## src/rtl/klp32_pkg.sv

```systemverilog
// Shared KLP32 pipeline-control types and constants.
// Sequencer state encoding plus opcode/NOP values used by the surrounding pipeline.
package klp32_pkg;

    typedef enum logic [1:0] {
        RUN      = 2'd0,
        LOAD_USE = 2'd1,
        MEM_WAIT = 2'd2,
        REDIRECT = 2'd3
    } ctrl_state_t;

    localparam logic [6:0]  OPC_LOAD = 7'b0000011;
    localparam logic [31:0] NOP_INST = 32'h00000013;

endpackage

```

## src/rtl/pipeline_ctrl_sat_counter.sv

```systemverilog
// Saturating up-counter with asynchronous reset.
// It stops at all-ones instead of wrapping.
module sat_counter #(
    parameter int WIDTH = 16
) (
    input  logic             clk,
    input  logic             reset,
    input  logic             inc,
    output logic [WIDTH-1:0] count
);

    always_ff @(posedge clk or posedge reset) begin
        if (reset) begin
            count <= '0;
        end else if (inc && (count != '1)) begin
            count <= count + WIDTH'(1);
        end
    end

endmodule

```

## src/rtl/pipeline_ctrl.sv

```systemverilog
// KLP32 pipeline sequencer: per-stage enables/flushes from memory waits, redirects and load-use hazards.
// Outputs are combinational from the registered state and the current hazard inputs.
module pipeline_ctrl
    import klp32_pkg::*;
#(
    parameter int CNT_W          = 16,
    parameter int REDIRECT_FLUSH = 2,
    parameter int MEM_TIMEOUT    = 255
) (
    input  logic             clk,
    input  logic             reset,
    input  logic [4:0]       i_id_rs1,
    input  logic [4:0]       i_id_rs2,
    input  logic             i_id_use_rs1,
    input  logic             i_id_use_rs2,
    input  logic [4:0]       i_ex_rd,
    input  logic             i_ex_reg_wr_en,
    input  logic             i_ex_is_load,
    input  logic             i_mem_redirect,
    input  logic             i_mem_req,
    input  logic             i_mem_rdy,
    output logic             o_pc_en,
    output logic             o_fd_en,
    output logic             o_de_en,
    output logic             o_em_en,
    output logic             o_mw_en,
    output logic             o_fd_flush,
    output logic             o_de_flush,
    output logic             o_em_flush,
    output logic [1:0]       o_state,
    output logic [CNT_W-1:0] o_stall_cycles,
    output logic [CNT_W-1:0] o_redirects,
    output logic             o_mem_timeout
);

    localparam int                WAIT_W     = 12;
    localparam logic [2:0]        RF_RELOAD  = 3'(REDIRECT_FLUSH - 1);
    localparam logic [WAIT_W-1:0] WAIT_LIMIT = WAIT_W'(MEM_TIMEOUT);

    ctrl_state_t       state_reg, state_next;
    ctrl_state_t       saved_state_reg, saved_state_next;
    ctrl_state_t       eff_state;
    logic [2:0]        rem_reg, rem_next;
    logic [WAIT_W-1:0] wait_cnt_reg, wait_cnt_inc;
    logic              timeout_reg;
    logic              mw, lu;
    logic              pc_en, fd_en, de_en, em_en, mw_en;
    logic              fd_flush, de_flush, em_flush;
    logic              redirect_inc;

    assign mw = i_mem_req & ~i_mem_rdy;
    assign lu = i_ex_is_load & i_ex_reg_wr_en & (i_ex_rd != 5'd0) &
                ((i_id_use_rs1 & (i_id_rs1 == i_ex_rd)) |
                 (i_id_use_rs2 & (i_id_rs2 == i_ex_rd)));

    // rem_reg is untouched during a freeze, so only the pre-wait state needs saving.
    assign eff_state    = (state_reg == MEM_WAIT) ? saved_state_reg : state_reg;
    assign wait_cnt_inc = (wait_cnt_reg == '1) ? wait_cnt_reg : wait_cnt_reg + WAIT_W'(1);

    always_comb begin
        state_next       = state_reg;
        saved_state_next = saved_state_reg;
        rem_next         = rem_reg;
        {pc_en, fd_en, de_en, em_en, mw_en} = 5'b11111;
        {fd_flush, de_flush, em_flush}      = 3'b000;
        redirect_inc     = 1'b0;
        if (mw) begin
            {pc_en, fd_en, de_en, em_en, mw_en} = 5'b00000;
            state_next = MEM_WAIT;
            if (state_reg != MEM_WAIT) begin
                saved_state_next = state_reg;
            end
        end else if (i_mem_redirect) begin
            // Decode holds a wrong-path instruction, so any load-use hit is moot.
            {fd_flush, de_flush, em_flush} = 3'b111;
            redirect_inc = 1'b1;
            if (REDIRECT_FLUSH > 1) begin
                state_next = REDIRECT;
                rem_next   = RF_RELOAD;
            end else begin
                state_next = RUN;
                rem_next   = 3'd0;
            end
        end else begin
            case (eff_state)
                REDIRECT: begin
                    fd_flush   = 1'b1;
                    de_flush   = 1'b1;
                    rem_next   = rem_reg - 3'd1;
                    state_next = (rem_reg == 3'd1) ? RUN : REDIRECT;
                end
                LOAD_USE: begin
                    state_next = RUN;
                end
                default: begin
                    state_next = RUN;
                    if (lu) begin
                        pc_en      = 1'b0;
                        fd_en      = 1'b0;
                        de_flush   = 1'b1;
                        state_next = LOAD_USE;
                    end
                end
            endcase
        end
    end

    always_ff @(posedge clk or posedge reset) begin
        if (reset) begin
            state_reg       <= RUN;
            saved_state_reg <= RUN;
            rem_reg         <= 3'd0;
            wait_cnt_reg    <= '0;
            timeout_reg     <= 1'b0;
        end else begin
            state_reg       <= state_next;
            saved_state_reg <= saved_state_next;
            rem_reg         <= rem_next;
            if (mw) begin
                wait_cnt_reg <= wait_cnt_inc;
                if (wait_cnt_inc >= WAIT_LIMIT) begin
                    timeout_reg <= 1'b1;
                end
            end else begin
                wait_cnt_reg <= '0;
            end
        end
    end

    sat_counter #(.WIDTH(CNT_W)) u_stall_cnt (
        .clk   (clk),
        .reset (reset),
        .inc   (~pc_en),
        .count (o_stall_cycles)
    );

    sat_counter #(.WIDTH(CNT_W)) u_redirect_cnt (
        .clk   (clk),
        .reset (reset),
        .inc   (redirect_inc),
        .count (o_redirects)
    );

    // While reset is held the pipeline runs free, whatever the hazard inputs say.
    assign o_pc_en       = reset | pc_en;
    assign o_fd_en       = reset | fd_en;
    assign o_de_en       = reset | de_en;
    assign o_em_en       = reset | em_en;
    assign o_mw_en       = reset | mw_en;
    assign o_fd_flush    = ~reset & fd_flush;
    assign o_de_flush    = ~reset & de_flush;
    assign o_em_flush    = ~reset & em_flush;
    assign o_state       = state_reg;
    assign o_mem_timeout = timeout_reg;

endmodule

```

## config.mk

```make
export PLATFORM = sky130hd
export DESIGN_NAME = pipeline_ctrl
export DESIGN_NICKNAME = d
export VERILOG_FILES = /design/src/rtl/klp32_pkg.sv /design/src/rtl/pipeline_ctrl_sat_counter.sv /design/src/rtl/pipeline_ctrl.sv
export SDC_FILE = /design/constraint.sdc
export NUM_CORES = 1
export LEC_CHECK = 0
export ABC_AREA = 1
export CELL_PAD_IN_SITES_DETAIL_PLACEMENT = 1
export CELL_PAD_IN_SITES_GLOBAL_PLACEMENT = 2
export CORE_MARGIN = 5
export CORE_UTILIZATION = 26
export DETAILED_ROUTE_END_ITERATION = 12
export GPL_TIMING_DRIVEN = 0
export HOLD_SLACK_MARGIN = 0.05
export PLACE_DENSITY = 0.77
export SYNTH_ARGS = -nofsm -noshare
export SYNTH_HDL_FRONTEND = slang
export SYNTH_HIERARCHICAL = 1
export SYNTH_SLANG_ARGS = --single-unit
```

## constraint.sdc

```tcl
create_clock -name clk -period 1.7 [get_ports clk]
set_input_delay 0.255 -clock clk [delete_from_list [all_inputs] [get_ports clk]]
set_output_delay 0.255 -clock clk [all_outputs]
set_load 0.05 [all_outputs]
```

# Word-level counts from Yosys, hierarchy flattened

Cells that the tools add are included.

Add/sub/neg operators: 4
Order comparisons: 1
Equality and inequality tests: 10
Muxes and demuxes: 24
Bitwise gates (word level): 16
Reduce and logical (&&, ||, !) cells: 8

Operator list:

| operator                                                                             | number |
|---|---|
| 16-bit by 1-bit adder with 16-bit output, second input constant                      | 2 |
| 16-bit inequality test, second input constant                                        | 2 |
| 12-bit 2-to-1 mux                                                                    | 2 |
| 1-bit 2-to-1 mux                                                                     | 14 |
| 12-bit by 1-bit adder with 12-bit output, second input constant                      | 1 |
| 12-bit equality test, second input constant                                          | 1 |
| 12-bit by 8-bit greater-or-equal comparator with 1-bit output, second input constant | 1 |
| 5-bit equality test                                                                  | 2 |
| 1-bit bitwise AND                                                                    | 9 |
| 2-bit 2-to-1 mux                                                                     | 4 |
| 3-bit 2-to-1 mux                                                                     | 2 |
| 2-bit AND reduction                                                                  | 3 |
| 5-bit nonzero test                                                                   | 1 |
| 2-bit equality test, second input constant                                           | 2 |
| 1-bit NOT                                                                            | 4 |
| 2-bit case mux with 2 select lines                                                   | 1 |
| 3-bit by 1-bit equality test with 1-bit output, second input constant                | 1 |
| 1-bit OR                                                                             | 3 |
| 3-bit by 1-bit subtractor with 3-bit output, second input constant                   | 1 |
| 2-bit by 1-bit equality test with 1-bit output, second input constant                | 1 |
| 1-bit logical AND                                                                    | 2 |
| 2-bit inequality test, second input constant                                         | 1 |
| 1-bit case mux with 2 select lines                                                   | 1 |
| 2-bit nonzero test                                                                   | 1 |
| 2-bit OR reduction                                                                   | 1 |

Register bits: 52
Input port bits: 24

# Longest topological paths before layout

Gate-level depths: netlist of run 1.

Word-level depth: 10
Gate-level depth with buffers: 16
Gate-level depth less buffers: 16

# Modules after synthesis

Netlist of run 1, hierarchy kept.

Modules (own cells, without submodules):

| module        | instances | cells an instance | area an instance (um^2) | sequential area each (um^2) |
|---|---|---|---|---|
| sat_counter   | 2         | 150               | 1,069.8                 | 400.4 |
| pipeline_ctrl | 1         | 199               | 1,433.9                 | 500.5 |

# Worst setup path after synthesis of run 1

OpenSTA, ideal clock, no wires.

Path type: reg2out
Start: reg state_reg[0], in the netlist o_state[0]
End: out o_pc_en
Arrival: 1.988 ns
Data required time: 1.445 ns
Slack: -0.543 ns
Cell stages (with the launch flop): 8
Cell sequence: dfrtp_1 > inv_1 > o2111ai_1 > a21oi_1 > nand2_1 > o21ai_0 > nand2_1 > buf_4

Cells in the longest elaborated chain, start to end: 8
Elaborated cells on any way between the ends: 9
Those cells by class: 3 x eq/ne; 4 x mux; 1 x bitwise; 1 x reduce/logical

Ends and longest elaborated chain:

| element                                                                                      | line                 | RTL |
|---|---|---|
| start, declared                                                                              | pipeline_ctrl.sv:40  | `ctrl_state_t state_reg, state_next;` |
| start signal, assigned                                                                       | pipeline_ctrl.sv:116 | `state_reg <= state_next;` |
| 2-bit equality test                                                                          | pipeline_ctrl.sv:57  | `assign eff_state = (state_reg == MEM_WAIT) ? saved_state_reg : state_reg;` |
| 2-bit 2-to-1 mux (*)                                                                         | pipeline_ctrl.sv:57  |  |
| 2-bit by 1-bit equality test with 1-bit output / 2-bit equality test (equally long branches) | --                   |  |
| 2-bit OR reduction (no source line) (*)                                                      | --                   |  |
| 1-bit 2-to-1 mux (*) (3 in series)                                                           | --                   |  |
| 1-bit OR (*)                                                                                 | --                   |  |
| end, declared                                                                                | pipeline_ctrl.sv:22  | `output logic o_pc_en,` |

Mark *: on every way between the ends. The rest lies on a longest branch, timed or not.

# Final worst setup path of run 1

Start: reg state_reg[1], in the netlist o_state[1]
End: out o_pc_en

Cells in the longest elaborated chain, start to end: 8
Elaborated cells on any way between the ends: 9
Those cells by class: 3 x eq/ne; 4 x mux; 1 x bitwise; 1 x reduce/logical

Ends and longest elaborated chain:

| element                                                                                      | line                 | RTL |
|---|---|---|
| 2-bit equality test                                                                          | pipeline_ctrl.sv:57  |  |
| 2-bit 2-to-1 mux (*)                                                                         | pipeline_ctrl.sv:57  |  |
| 2-bit by 1-bit equality test with 1-bit output / 2-bit equality test (equally long branches) | pipeline_ctrl.sv:85  | `case (eff_state)` |
| 2-bit OR reduction (no source line) (*)                                                      | --                   |  |
| 1-bit 2-to-1 mux (*)                                                                         | pipeline_ctrl.sv:85  |  |
| 1-bit 2-to-1 mux (*)                                                                         | pipeline_ctrl.sv:73  | `end else if (i_mem_redirect) begin` |
| 1-bit 2-to-1 mux (*)                                                                         | pipeline_ctrl.sv:67  | `if (mw) begin` |
| 1-bit OR (*)                                                                                 | pipeline_ctrl.sv:145 | `assign o_pc_en = reset \| pc_en;` |

Marks and branches as above.

==> results.yml, run 1 <==
placed_design:
  dp.cells: 741
  place_hpwl_um: 8380
  place_congestion: 0.790
  port_buffers: 66
route:
  via_count: 3557
  drc: 0
  drtAntennaViolNets: 0
  drt_iter0_drc: 119
  routed_wl_um: 11200
  wl_per_cell_um: 14.5
  dr.pass1.iters: 4
  routed_via_density: 4.60
clock_network:
  htree_num_levels: 2
  cts_hold_buf: 0
  clkTransAtPathRegs_ns: 0.07
  cts-root-buf: "clkbuf_16"
  clockBufferDepth: 2
  numCtsBuffers: 5
  clock_latency_ns: 0.31
  cts.sinks: 52
  tritoncts: "built"
setup_path:
  cp.buffers_inverters: 3
  cp-start-kind: "flop"
  cp_max_fo: 3
  crit_slowest_cell: "dfrtp_2"
  crit_path_cell_trace: "inv_2, o2111ai_2, a21oi_2, nand2_2, o21ai_4, nand2_4, buf_6, buf_8"
  critical_path.max_stage_delay_ns: 0.42
  crit_arrival_ns: 1.70
  cpLargestDelayFamily: "compound AO/OA/AOI/OAI gates"
  required_ns: 1.44
  path_class: "flop to output pin"
  endpoint_kind: "output pin"
sta:
  fin_crit_ns: 1.96
  finalMaxSlewViolations: 0
  setup_viol: 17
  skew_ns: 0.00582
  worstMarginPinSlew_ns: 0.715
  rsz0062_at_grt: "yes"
  fmax_mhz: 511
  layout_setup_ws_ns: -0.258
  setup_tns_ns: -1.36
  fin_crit_sh: 1.15
  hold_viol: 0
  maxSlewHeadroom: 0.523
floorplan:
  num_rows: 42
  ios: 67
  dieWidth_um: 127
  die_y_um: 127
  initial_core_util: 0.268
  dieArea_um2: 16200
  core_area_um2: 13300
cells_and_area:
  antenna_cells: 0
  final_nets: 625
  layout_commonest_cell: "nand2_1"
  drive_gt1_frac: 0.255
  syn_to_final_growth_pct: 37.1
  fillers: 1687
  final_cell_mix: "nand2_1 (151), inv_1 (50), dlygate4sd2_1 (50)"
  fin_cells: 773
min_path:
  hold_class: "primary input to asynchronous set/reset pin"
yosys:
  ys.warnings.count: 6
  syn-num-nets: 528
  ys_ff_latch: 52
  seq_area_frac_synth: 0.364
  avgSynthCellArea_um2: 7.16
  syn_area_um2: 3570
  synthCells: 499
  yosysUniqueCellTypes: 31
grt:
  track_usage: 0.145
  antenna_found_initial: 0
  grt_max_degree: 17
  grt_pass1_vias: 3864
  grt_pass1_wl_um: 18900
  grt-ovfl-total: 0
outcome:
  status: "finished, violations left"
  violations: "negative setup slack"
power_and_ir_drop:
  ir_worst_vdd_mv: 0.463
  powerDensity_nw_per_um2: 962
  leakage_nw: 2.21
  finalPower_w: 0.00471
job:
  cap_violations: 0
through the flow:
stage,area [um^2],utilization,hold slack [ns],setup slack (ns)
floorplan,3620,-,0.169,-0.0991
global placement,4500,0.337,0.459,-1.39
detailed placement,4500,0.337,0.474,-1.45
CTS,4750,0.356,0.198,-0.236
global route,4900,0.367,0.232,-0.351
finish,4900,0.367,0.176,-0.258
final cells by class:
type / count / area (um^2) / area share
multi-input combinational: 378 / 2130 / 0.434
sequential: 52 / 1310 / 0.267
timing repair buffer: 90 / 806 / 0.164
inverter: 62 / 244 / 0.0498
tap: 176 / 220 / 0.0450
clock buffer: 7 / 133 / 0.0271
buffer: 6 / 50.0 / 0.0102
clock inverter: 1 / 5.00 / 0.00102
timing repair inverter: 1 / 5.00 / 0.00102
cell families after synthesis:
family,synth area share
buffers and inverters,0.0823
AND/OR/NAND/NOR,0.405
AO/OA/AOI/OAI,0.0945
XOR/XNOR,0.0368
adder cells (fa/ha/maj),0.0175
flip-flops,0.364
synthesized netlist by cell type:
cell,count,area share
buf_2,1,0.0014
nor2_1,42,0.044
clkbuf_1,1,0.0010
nand3_2,1,0.0028
inv_2,4,0.0042
o21ai_0,9,0.013
nor2_2,7,0.012
inv_1,58,0.061
nand3_4,1,0.0049
ha_1,5,0.018
nand4_1,16,0.028
buf_4,3,0.0063
o21bai_1,2,0.0042
nor3_1,1,0.0014
nand2_1,166,0.17
o31ai_1,1,0.0021
xnor2_1,7,0.017
o21ai_1,12,0.017
o22ai_1,2,0.0035
nand3b_1,4,0.0084
nand2_2,15,0.026
o21ai_2,13,0.032
or2_2,1,0.0018
buf_8,2,0.0084
nand4_2,1,0.0035
a21oi_1,15,0.021
nand3_1,31,0.043
nor2_4,17,0.054
xor2_1,8,0.020
dfrtp_1,52,0.36
o2111ai_1,1,0.0025
worst register-to-register path, delay by kind of cell, from the launching register on:
kind | cells | cell delay, ns
buffers and inverters | 4 | 0.29
AOI/OAI and AO/OA | 3 | 0.48
and+or+nand+nor | 6 | 0.51
DFF | 1 | 0.42
final timing paths:
check	slack [ns]	cells past startpoint	endpoint	startpoint
worst max-delay path	-0.26	8	o_pc_en	o_state[1]
worst min-delay path	0.18	2	rem_reg[0]	reset
worst max register to register	-0.11	13	u_stall_cnt/count[13]	o_state[1]
worst min register to register	0.48	2	o_mem_timeout	o_mem_timeout
max in group asynchronous	0.92	2	u_redirect_cnt/count[0]	reset
min in group clk	0.45	2	rem_reg[1]	i_mem_redirect
metal layers:
layer  share of wire  GRT usage
met5               0          0
met4           0.017     0.0530
met3           0.020     0.0238
met2            0.52      0.258
met1            0.44      0.175
power by group:
part	internal [W]	switching, W
sequential	0.00146	0.000276
clock	0.000547	0.000486
combinational	0.000626	0.00132
total	0.00264	0.00208
timing repair:
| action | CTS | global route |
|---|---|---|
| gates resized for setup | 117 | 34 |
| setup buffers | 11 | 14 |
| pin swaps | 11 | 16 |
| cloned | 2 | 0 |
| endpoints found under the setup margin | 60 | 41 |
Note: power is estimated with default switching activity, not from simulation.
==> run 2, diff against run 1 <==
--- a/config.mk
+++ b/config.mk
@@ -8,12 +8,11 @@
 export ABC_AREA = 1
 export CELL_PAD_IN_SITES_DETAIL_PLACEMENT = 1
 export CELL_PAD_IN_SITES_GLOBAL_PLACEMENT = 2
-export CORE_MARGIN = 5
 export CORE_UTILIZATION = 26
 export DETAILED_ROUTE_END_ITERATION = 12
 export GPL_TIMING_DRIVEN = 0
 export HOLD_SLACK_MARGIN = 0.05
-export PLACE_DENSITY = 0.77
+export PLACE_DENSITY = 0.82
 export SYNTH_ARGS = -nofsm -noshare
 export SYNTH_HDL_FRONTEND = slang
 export SYNTH_HIERARCHICAL = 1
==> results.yml, run 2 (same netlist as run 1, synthesis figures left out) <==
grt:
  grt_max_degree: 17
  antenna_found_initial: 0
  grt_pass1_vias: 3716
  grt-ovfl-total: 0
  grt_pass1_wl_um: 18500
  track_usage: 0.162
setup_path:
  rr_worst_depth: 10
  path_class: "flop to output pin"
  crit_arrival_ns: 1.68
  cp-start-kind: "flop"
  cp_max_fo: 3
  endpoint_kind: "output pin"
  required_ns: 1.44
  reg2reg_from: "o_state[1]"
  r2r-end: "u_stall_cnt/count[10]"
  ff2ff_setup_slack_ns: -0.15
route:
  drt_iter0_drc: 72
  dr.pass1.iters: 4
  routed_via_density: 4.63
  drtAntennaViolNets: 0
  via_count: 3578
  routed_wl_um: 11000
  wl_per_cell_um: 14.2
  drc: 0
floorplan:
  ios: 67
  initial_core_util: 0.268
  die_y_um: 119
  core_area_um2: 13300
  dieArea_um2: 14200
  dieWidth_um: 119
  num_rows: 42
clock_network:
  htree_num_levels: 2
  clock_latency_ns: 0.29
  numCtsBuffers: 5
  cts.sinks: 52
  clkTransAtPathRegs_ns: 0.07
  cts-root-buf: "clkbuf_16"
  clockBufferDepth: 2
  tritoncts: "built"
outcome:
  status: "finished, violations left"
  violations: "negative setup slack"
cells_and_area:
  final_cell_mix: "nand2_1 (150), dlygate4sd2_1 (49), inv_1 (48)"
  register_area_um2: 1310
  multi_input_area_um2: 2150
  drive_gt1_frac: 0.263
  layout_commonest_cell: "nand2_1"
  final_nets: 625
  fillers: 1664
  syn_to_final_growth_pct: 39.0
  antenna_cells: 0
power_and_ir_drop:
  ir_worst_vdd_mv: 0.537
  powerDensity_nw_per_um2: 976
  leakage_nw: 2.25
sta:
  setup_tns_ns: -2.09
  rsz0062_at_grt: "yes"
  setup_viol: 16
  fmax_mhz: 516
  layout_setup_ws_ns: -0.240
  skew_ns: 0.00801
  finalMaxSlewViolations: 0
  hold_viol: 0
  fin_crit_ns: 1.94
  fin_crit_sh: 1.14
  worstMarginPinSlew_ns: 0.723
  maxSlewHeadroom: 0.517
placed_design:
  place_congestion: 0.777
  pre_cts_ws_ns: -1.50
  place_hpwl_um: 8200
  port_buffers: 66
min_path:
  hold_class: "primary input to asynchronous set/reset pin"
job:
  cap_violations: 0
## run 2: worst max-delay path, cell delays in order (launching register included)
cell and delay [ns]:
dfrtp_2 0.42, inv_2 0.08, o2111ai_4 0.11, a21oi_2 0.13, nand2_2 0.10, o21ai_4 0.23, nand2_4 0.06, buf_6 0.12
buf_8 0.14
## run 2: worst max-delay path by stage
stage	depth (start not counted)	end	startpoint	slack [ns]
floorplan	7	o_pc_en	o_state[1]	-0.1
CTS	8	o_pc_en	o_state[1]	-0.24
detailed placement	5	o_de_flush	reset	-1.50
global route	8	o_pc_en	o_state[0]	-0.34
finish	8	o_pc_en	o_state[1]	-0.24
global placement	5	o_de_flush	reset	-1.43
## run 2: repair_timing
| item | CTS | global route |
|---|---|---|
| pin swaps | 13 | 18 |
| endpoints found under the setup margin | 75 | 36 |
| resized for setup | 120 | 40 |
| cloned | 1 | 1 |
| hold buffers | 0 | 0 |
| setup buffers | 11 | 11 |
## run 2: area by class of cell
type,instances,area share
multi-input combinational,378,0.433
timing repair buffer,89,0.164
buffer,7,0.0141
sequential,52,0.264
inverter,62,0.0496
tap,176,0.0443
timing repair inverter,1,0.00101
clock inverter,2,0.00201
clock buffer,6,0.0280
## run 2: per-stage QoR
step | std cells | utilization | cell area (um^2) | hold WS, ns | power [W]
2_1_floorplan | 499 | - | 3620 | 0.169 | 0.00303
3_3_place_gp | 741 | 0.337 | 4500 | 0.465 | 0.00363
4_1_cts | 761 | 0.353 | 4720 | 0.229 | 0.00474
5_1_grt | 773 | 0.372 | 4970 | 0.273 | 0.00513
6_report | 773 | 0.372 | 4970 | 0.239 | 0.00485
3_5_place_dp | 741 | 0.337 | 4500 | 0.468 | 0.00370
## run 2: report_power, final
group	switching (W)	internal (W)	total [W]
Clock	0.000468	0.000582	0.00105
Combinational	0.00137	0.000687	0.00205
Sequential	0.000281	0.00146	0.00175
## run 2: layer usage
metal,global-route usage,up-vias,routed length [um],share of wire
met3,0.0230,10,197,0.018
met1,0.207,1762,5020,0.46
met5,0,-,0,0
li1,-,1778,-,-
met4,0.0435,0,140,0.013
met2,0.282,28,5600,0.51
